[src/rtl/mips_cpu_muldiv_pkg.sv]
// Shared types and constants for the Hi/Lo multiply/divide unit.
// The control decoder imports this package for the op encoding.
package mips_cpu_muldiv_pkg;

    typedef enum logic [2:0] {
        OP_MULT  = 3'd0,
        OP_MULTU = 3'd1,
        OP_DIV   = 3'd2,
        OP_DIVU  = 3'd3,
        OP_MTHI  = 3'd4,
        OP_MTLO  = 3'd5
    } muldiv_op_t;

    typedef enum logic [1:0] {
        IDLE = 2'd0,
        CALC = 2'd1,
        FIX  = 2'd2
    } muldiv_state_t;

    localparam int          MULDIV_ITERS = 32;
    localparam logic [31:0] DIV0_QUOT    = 32'hFFFFFFFF;

endpackage

[src/rtl/mips_cpu_muldiv_if.sv]
// Request/result bundle between execute-stage control and the muldiv unit.
interface mips_cpu_muldiv_if;
    import mips_cpu_muldiv_pkg::*;

    logic        start;
    muldiv_op_t  op;
    logic [31:0] a;
    logic [31:0] b;
    logic        busy;
    logic        done;
    logic [31:0] hi;
    logic [31:0] lo;

    modport master (output start, op, a, b, input busy, done, hi, lo);
    modport slave  (input start, op, a, b, output busy, done, hi, lo);

endinterface

[src/rtl/mips_cpu_muldiv.sv]
// Iterative 32-step multiply/divide unit owning the architectural Hi/Lo
// registers. Magnitudes are processed unsigned; signs are applied in FIX.
module mips_cpu_muldiv (
    input logic              clk,
    input logic              rst,
    mips_cpu_muldiv_if.slave bus
);
    import mips_cpu_muldiv_pkg::*;

    function automatic logic [31:0] neg32(input logic [31:0] v);
        return ~v + 32'd1;
    endfunction

    function automatic logic [63:0] neg64(input logic [63:0] v);
        return ~v + 64'd1;
    endfunction

    function automatic logic [31:0] abs32(input logic signed [31:0] v);
        return v[31] ? neg32(v) : v;
    endfunction

    muldiv_state_t state;
    logic [4:0]    cnt;
    logic [63:0]   acc;
    logic [31:0]   opa;
    logic [31:0]   opb;
    logic          is_div;
    logic          prod_neg;
    logic          quot_neg;
    logic          rem_neg;
    logic          done_r;
    logic [31:0]   hi_r;
    logic [31:0]   lo_r;

    logic          is_md_op;
    logic          signed_op;
    logic          sign_a;
    logic          sign_b;
    logic          accept_md;
    logic [32:0]   rem_sh;
    logic [33:0]   addsub;
    logic [63:0]   prod;
    logic [31:0]   quot;
    logic [31:0]   rem;

    assign is_md_op  = (bus.op == OP_MULT) || (bus.op == OP_MULTU) ||
                       (bus.op == OP_DIV)  || (bus.op == OP_DIVU);
    assign signed_op = (bus.op == OP_MULT) || (bus.op == OP_DIV);
    assign sign_a    = signed_op & bus.a[31];
    assign sign_b    = signed_op & bus.b[31];
    assign accept_md = (state == IDLE) && bus.start && is_md_op;

    assign bus.busy = (state != IDLE);
    assign bus.done = done_r;
    assign bus.hi   = hi_r;
    assign bus.lo   = lo_r;

    // Shared adder: shift-add partial product, or trial subtract of divisor.
    always_comb begin
        rem_sh = {acc[63:32], opa[31]};
        if (is_div) begin
            addsub = {1'b0, rem_sh} - {2'b00, opb};
        end else begin
            addsub = {2'b00, acc[63:32]} + {2'b00, (opb[0] ? opa : 32'd0)};
        end
    end

    // Sign fix-up of the magnitude results, applied when FIX writes Hi/Lo.
    always_comb begin
        prod = prod_neg ? neg64(acc) : acc;
        quot = quot_neg ? neg32(acc[31:0]) : acc[31:0];
        rem  = rem_neg  ? neg32(acc[63:32]) : acc[63:32];
    end

    // Control: FSM, iteration counter, done pulse and architectural Hi/Lo.
    always_ff @(posedge clk) begin
        if (rst) begin
            state  <= IDLE;
            cnt    <= 5'd0;
            done_r <= 1'b0;
            hi_r   <= 32'd0;
            lo_r   <= 32'd0;
        end else begin
            done_r <= 1'b0;
            case (state)
                IDLE: begin
                    if (bus.start) begin
                        case (bus.op)
                            OP_MULT, OP_MULTU, OP_DIV, OP_DIVU: begin
                                state <= CALC;
                                cnt   <= 5'd0;
                            end
                            OP_MTHI: hi_r <= bus.a;
                            OP_MTLO: lo_r <= bus.a;
                            default: ;
                        endcase
                    end
                end
                CALC: begin
                    if (cnt == 5'(MULDIV_ITERS - 1)) begin
                        state <= FIX;
                    end
                    cnt <= cnt + 5'd1;
                end
                FIX: begin
                    state  <= IDLE;
                    done_r <= 1'b1;
                    if (is_div) begin
                        hi_r <= rem;
                        lo_r <= quot;
                    end else begin
                        hi_r <= prod[63:32];
                        lo_r <= prod[31:0];
                    end
                end
                default: state <= IDLE;
            endcase
        end
    end

    // Datapath: operand latch on accept, then one shift step per CALC cycle.
    // A zero divisor makes every trial subtract succeed, so the quotient
    // comes out all ones and the remainder equals |a|; suppressing the
    // quotient sign and negating the remainder by sign(a) restores raw a.
    always_ff @(posedge clk) begin
        if (accept_md) begin
            opa      <= signed_op ? abs32(bus.a) : bus.a;
            opb      <= signed_op ? abs32(bus.b) : bus.b;
            acc      <= 64'd0;
            is_div   <= (bus.op == OP_DIV) || (bus.op == OP_DIVU);
            prod_neg <= sign_a ^ sign_b;
            quot_neg <= (sign_a ^ sign_b) && (bus.b != 32'd0);
            rem_neg  <= sign_a;
        end else if (state == CALC) begin
            if (is_div) begin
                acc <= {(addsub[33] ? rem_sh[31:0] : addsub[31:0]), acc[30:0], ~addsub[33]};
                opa <= {opa[30:0], 1'b0};
            end else begin
                acc <= {addsub[32:0], acc[31:1]};
                opb <= {1'b0, opb[31:1]};
            end
        end
    end

endmodule

[src/flat_wrapper.sv]
// flat-port wrapper written by rule: the top's interface ports become plain ports
module mips_cpu_muldiv_flat import mips_cpu_muldiv_pkg::*;
  (clk, rst, bus_start, bus_op, bus_a, bus_b, bus_busy, bus_done, bus_hi, bus_lo);
  mips_cpu_muldiv_if bus_i ();
  input logic clk;
  input logic rst;
  input wire logic [$bits(bus_i.start)-1:0] bus_start;
  input wire logic [$bits(bus_i.op)-1:0] bus_op;
  input wire logic [$bits(bus_i.a)-1:0] bus_a;
  input wire logic [$bits(bus_i.b)-1:0] bus_b;
  output wire logic [$bits(bus_i.busy)-1:0] bus_busy;
  output wire logic [$bits(bus_i.done)-1:0] bus_done;
  output wire logic [$bits(bus_i.hi)-1:0] bus_hi;
  output wire logic [$bits(bus_i.lo)-1:0] bus_lo;
  assign bus_i.start = bus_start;
  assign bus_i.op = bus_op;
  assign bus_i.a = bus_a;
  assign bus_i.b = bus_b;
  assign bus_busy = bus_i.busy;
  assign bus_done = bus_i.done;
  assign bus_hi = bus_i.hi;
  assign bus_lo = bus_i.lo;
  mips_cpu_muldiv u_core (.clk(clk), .rst(rst), .bus(bus_i));
endmodule
[config.mk]
export PLATFORM = sky130hd
export DESIGN_NAME = mips_cpu_muldiv_flat
export DESIGN_NICKNAME = d
export VERILOG_FILES = /design/src/rtl/mips_cpu_muldiv_pkg.sv /design/src/rtl/mips_cpu_muldiv_if.sv /design/src/rtl/mips_cpu_muldiv.sv /design/src/flat_wrapper.sv
export SDC_FILE = /design/constraint.sdc
export NUM_CORES = 1
export LEC_CHECK = 0
export ABC_AREA = 0
export BUFFER_PORTS_ARGS = -buffer_cell sky130_fd_sc_hd__buf_2
export CORE_ASPECT_RATIO = 0.8
export CORE_MARGIN = 2
export CORE_UTILIZATION = 65
export DETAILED_ROUTE_END_ITERATION = 10
export PLACE_DENSITY = 0.86
export RECOVER_POWER = 50
export REMOVE_ABC_BUFFERS = 1
export SLEW_MARGIN = 0
export SYNTH_ARGS = -nofsm -noshare
export SYNTH_HDL_FRONTEND = slang
export SYNTH_SLANG_ARGS = --single-unit
[constraint.sdc]
create_clock -name clk -period 7.21 [get_ports clk]
set_input_delay 0.721 -clock clk [delete_from_list [all_inputs] [get_ports clk]]
set_output_delay 0.721 -clock clk [all_outputs]
set_load 0.01 [all_outputs]
==> impl_results.md <==
* Clock latency on the worst-skew pair at 520 ps
* Critical path type: flip-flop to flip-flop
* Kind of cell adding the most delay to the critical path: buffers and inverters
* Worst path slowest cell: clkbuf_1
* # H-tree levels at 1
* Initial antenna violation count at 1
* CP peak stage delay at 2180 ps
* Core ar. at 0.0234 mm2
* Routed length per instance at 20.0 um
* CP endpoint kind: flip-flop
* Max Cap Viol at 5
* IO Count at 136
* Largest area contributor in the netlist: dfxtp_1
* GRT Util Overall at 36.3%
* Post-Syn Area per Cell at 7.85 um2
* Post-synthesis sequential area ratio at 30.7%
* Hold buffer count at cts at 0
* Global-route wire length before repair at between 70000 and 80000 um
* N_diodes at 0
* Setup crit start kind: flip-flop
* Fin area at approximately 0.017 mm2
* Final nets at 2168
* Hold Vio Cnt, Final at 0
* PortBufs at 135
* CTS tree: yes
* Worst-margin pin slew at 2960 ps
* Reg clk slew, reported paths at 60 ps
* Post-route DRC at 0
* Detailed-route wire length at 46900 um
* Worst relative slew slack at -97.2%
* YS warnings at 0
* Ys flop type: dfxtp_1
* Setup Skew at 9.15 ps
* Final Cycle Share at 70.5%
* Std cell rows at 50
* Via count at 15.4k
* CTS max path bufs at 3
* Grt ovf at 0
* CP Cell Sequence: nand2b_1 > or3_1 > clkbuf_1 > nand2_1 > buf_4
* Mapped Area at around 0.016 mm2
* DP HPWL at 34600 um
* Die Y-Extent at 142 um
* Critical Path AT at 5300 ps
* Clk sink count at 204
* Share of synthesized registers carrying an async set or reset at 0%
* Worst Path Required at approximately 7400 ps
* Die Span X at ~180 um
* Number of enable flip-flop cells after synthesis at 68
* Netlist cell types at 78
* Cts bufs inserted at 23
* DRT iter0 DRCs at between 1.5k and 2k
* Outcome: complete, but fails checks
* Initial core utilization at between 60% and 70%
* Placed Cells incl. Taps at 2312
* PD cells at 269 mW/mm2
* P_leak at 6.85 nW
* Fmax at 197 MHz
* Sum Neg Setup Slack at 0 ps
* WP buf/inv at 2
* Area grow syn2layout at 8.35%
* Violated checks: capacitance limit, slew limit
* Worst min-delay path class: flip-flop to flip-flop
* CTS root buf: clkbuf_16
* RePlAce Congestion at between 1 and 1.5
* Vias in the first global route at 14.1k
* Yosys reg bits at 204
* Synth top area cells: dfxtp_1 (18%), edfxtp_1 (13%), ha_1 (5.7%)
* DIE AREA at 0.0251 mm2
* Layout cell share with drive strength beyond 1 at just over 7%
* Post-CTS Setup Inserts at 0
* Maximum VDD drop at 188 uV
* Synth Instances at 1976
* RSZ-0062 raised after global routing: false
* Vias per inst at 6.56
* Antenna-violating nets left at 0
* TritonRoute pass-1 iters at 6
* Yosys top cell area share at 17.6%
* CTS resizes at 0
* Slew Limit Fails at around 290
* Critical path peak fanout at 81
* Post-DP Area at 0.0162 mm2
* Post-Layout Cell Count at around 2.4k
* Fin util at between 70% and 80%
* Fin crit period at 5080 ps
* Maximum number of pins on one net before global-route repair at 82
* Final setup viols at 0
* Pwr Total at 0.00451 W
## final timing paths
check | slack, ps | to | startpoint | cells after the start
max | 2130 | u_core.opb[6]$_DFFE_PP_ | u_core.state[0]$_SDFFE_PP0P_ | 5
min | 460 | u_core.bus.hi[0]$_SDFFE_PP0P_ | u_core.bus.hi[0]$_SDFFE_PP0P_ | 2
max reg2reg | 2130 | u_core.opb[6]$_DFFE_PP_ | u_core.state[0]$_SDFFE_PP0P_ | 5
min reg2reg | 460 | u_core.bus.hi[0]$_SDFFE_PP0P_ | u_core.bus.hi[0]$_SDFFE_PP0P_ | 2
## cell usage after synthesis, drive strengths merged, types with 5 or more instances
| cell type | count |
|---|---|
| buf | 18 |
| o221ai | 9 |
| nand2 | 212 |
| o22ai | 7 |
| and2 | 41 |
| o31ai | 23 |
| nand2b | 23 |
| a22oi | 7 |
| or2 | 9 |
| o21a | 7 |
| xor2 | 77 |
| nor2 | 219 |
| or4 | 10 |
| a311oi | 7 |
| dfxtp | 136 |
| mux2i | 70 |
| o21bai | 8 |
| nor4 | 26 |
| xnor2 | 88 |
| inv | 65 |
| a21o | 14 |
| o211ai | 12 |
| clkbuf | 111 |
| nor2b | 22 |
| o21ai | 175 |
| a21oi | 151 |
| a211oi | 79 |
| mux2 | 6 |
| ha | 71 |
| o41ai | 10 |
| nor3 | 40 |
| a2111oi | 8 |
| nand3 | 28 |
| nand4 | 11 |
| a31oi | 17 |
| and3 | 12 |
| or3 | 16 |
| a211o | 5 |
| edfxtp | 68 |
| o2111ai | 5 |
## power by group
part / leakage [nW] / switching (W) / internal (W)
registers: 1.76 / 0.000260 / 0.00133
clock network: 0.330 / 0.000474 / 0.000633
logic: 4.75 / 0.00109 / 0.000722
## through the flow
| step | setup slack [ps] | hold slack, ps |
|---|---|---|
| floorplan | 1710 | 446 |
| global placement | 3120 | 443 |
| detailed placement | 3020 | 451 |
| CTS | 3000 | 461 |
| global route | 1540 | 493 |
| finish | 2130 | 460 |
## worst reg2reg max path: cells and delay by family (launching register included)
kind                   cells  cell delay, ps
buffers and inverters      2            2580
flip-flops                 1             450
AND/OR/NAND/NOR            3            1730
## flip-flops by register name (all words and copies together) (netlist names)
register         cells
u_core.acc          64
u_core.bus.done      1
u_core.bus.hi       32
u_core.bus.lo       32
u_core.cnt           5
u_core.is_div        1
u_core.opa          32
u_core.opb          32
u_core.prod_neg      1
u_core.quot_neg      1
u_core.rem_neg       1
u_core.state         2
## cell type report
type	count	area [um2]
multi-input combinational	1578	10000
fill	1890	6600
sequential	204	4760
timing repair buffer	153	712
clock buffer	33	623
tap	312	390
inverter	65	244
clock inverter	7	58.8
## cells by family after synthesis
| logic type | count (synthesis) | synth area share [%] |
|---|---|---|
| flops | 204 | 30.7 |
| buf+inv | 194 | 4.84 |
| fa+ha+maj | 73 | 5.99 |
| simple gates | 681 | 20.3 |
| xor+xnor | 165 | 9.32 |
| mux | 76 | 4.96 |
| compound gates | 583 | 23.8 |
## placed cells by master, fill, tap and decap left out, types with 23 or more instances in the layout
master     instances
a21oi_1          150
o31ai_1           23
dfxtp_1          136
buf_2             68
nor3_1            40
xor2_1            77
nand2b_1          23
mux2i_1           70
clkbuf_16         23
and2_1            41
nand2_1          212
ha_1              71
xnor2_1           88
inv_1             65
edfxtp_1          68
o21ai_0          171
a211oi_1          78
nor4_1            24
nand3_1           28
nor2_1           218
clkbuf_1          80
## routing by layer
layer | vias to the layer above | GRT usage [%] | wire length [um]
li1 | 7219 | - | -
met1 | 7244 | 51.7 | 19900
met2 | 859 | 55.7 | 20200
met3 | 113 | 7.40 | 5510
met4 | 0 | 10.5 | 1320
met5 | - | 0 | 0
Power figures use the tool's default switching activity.
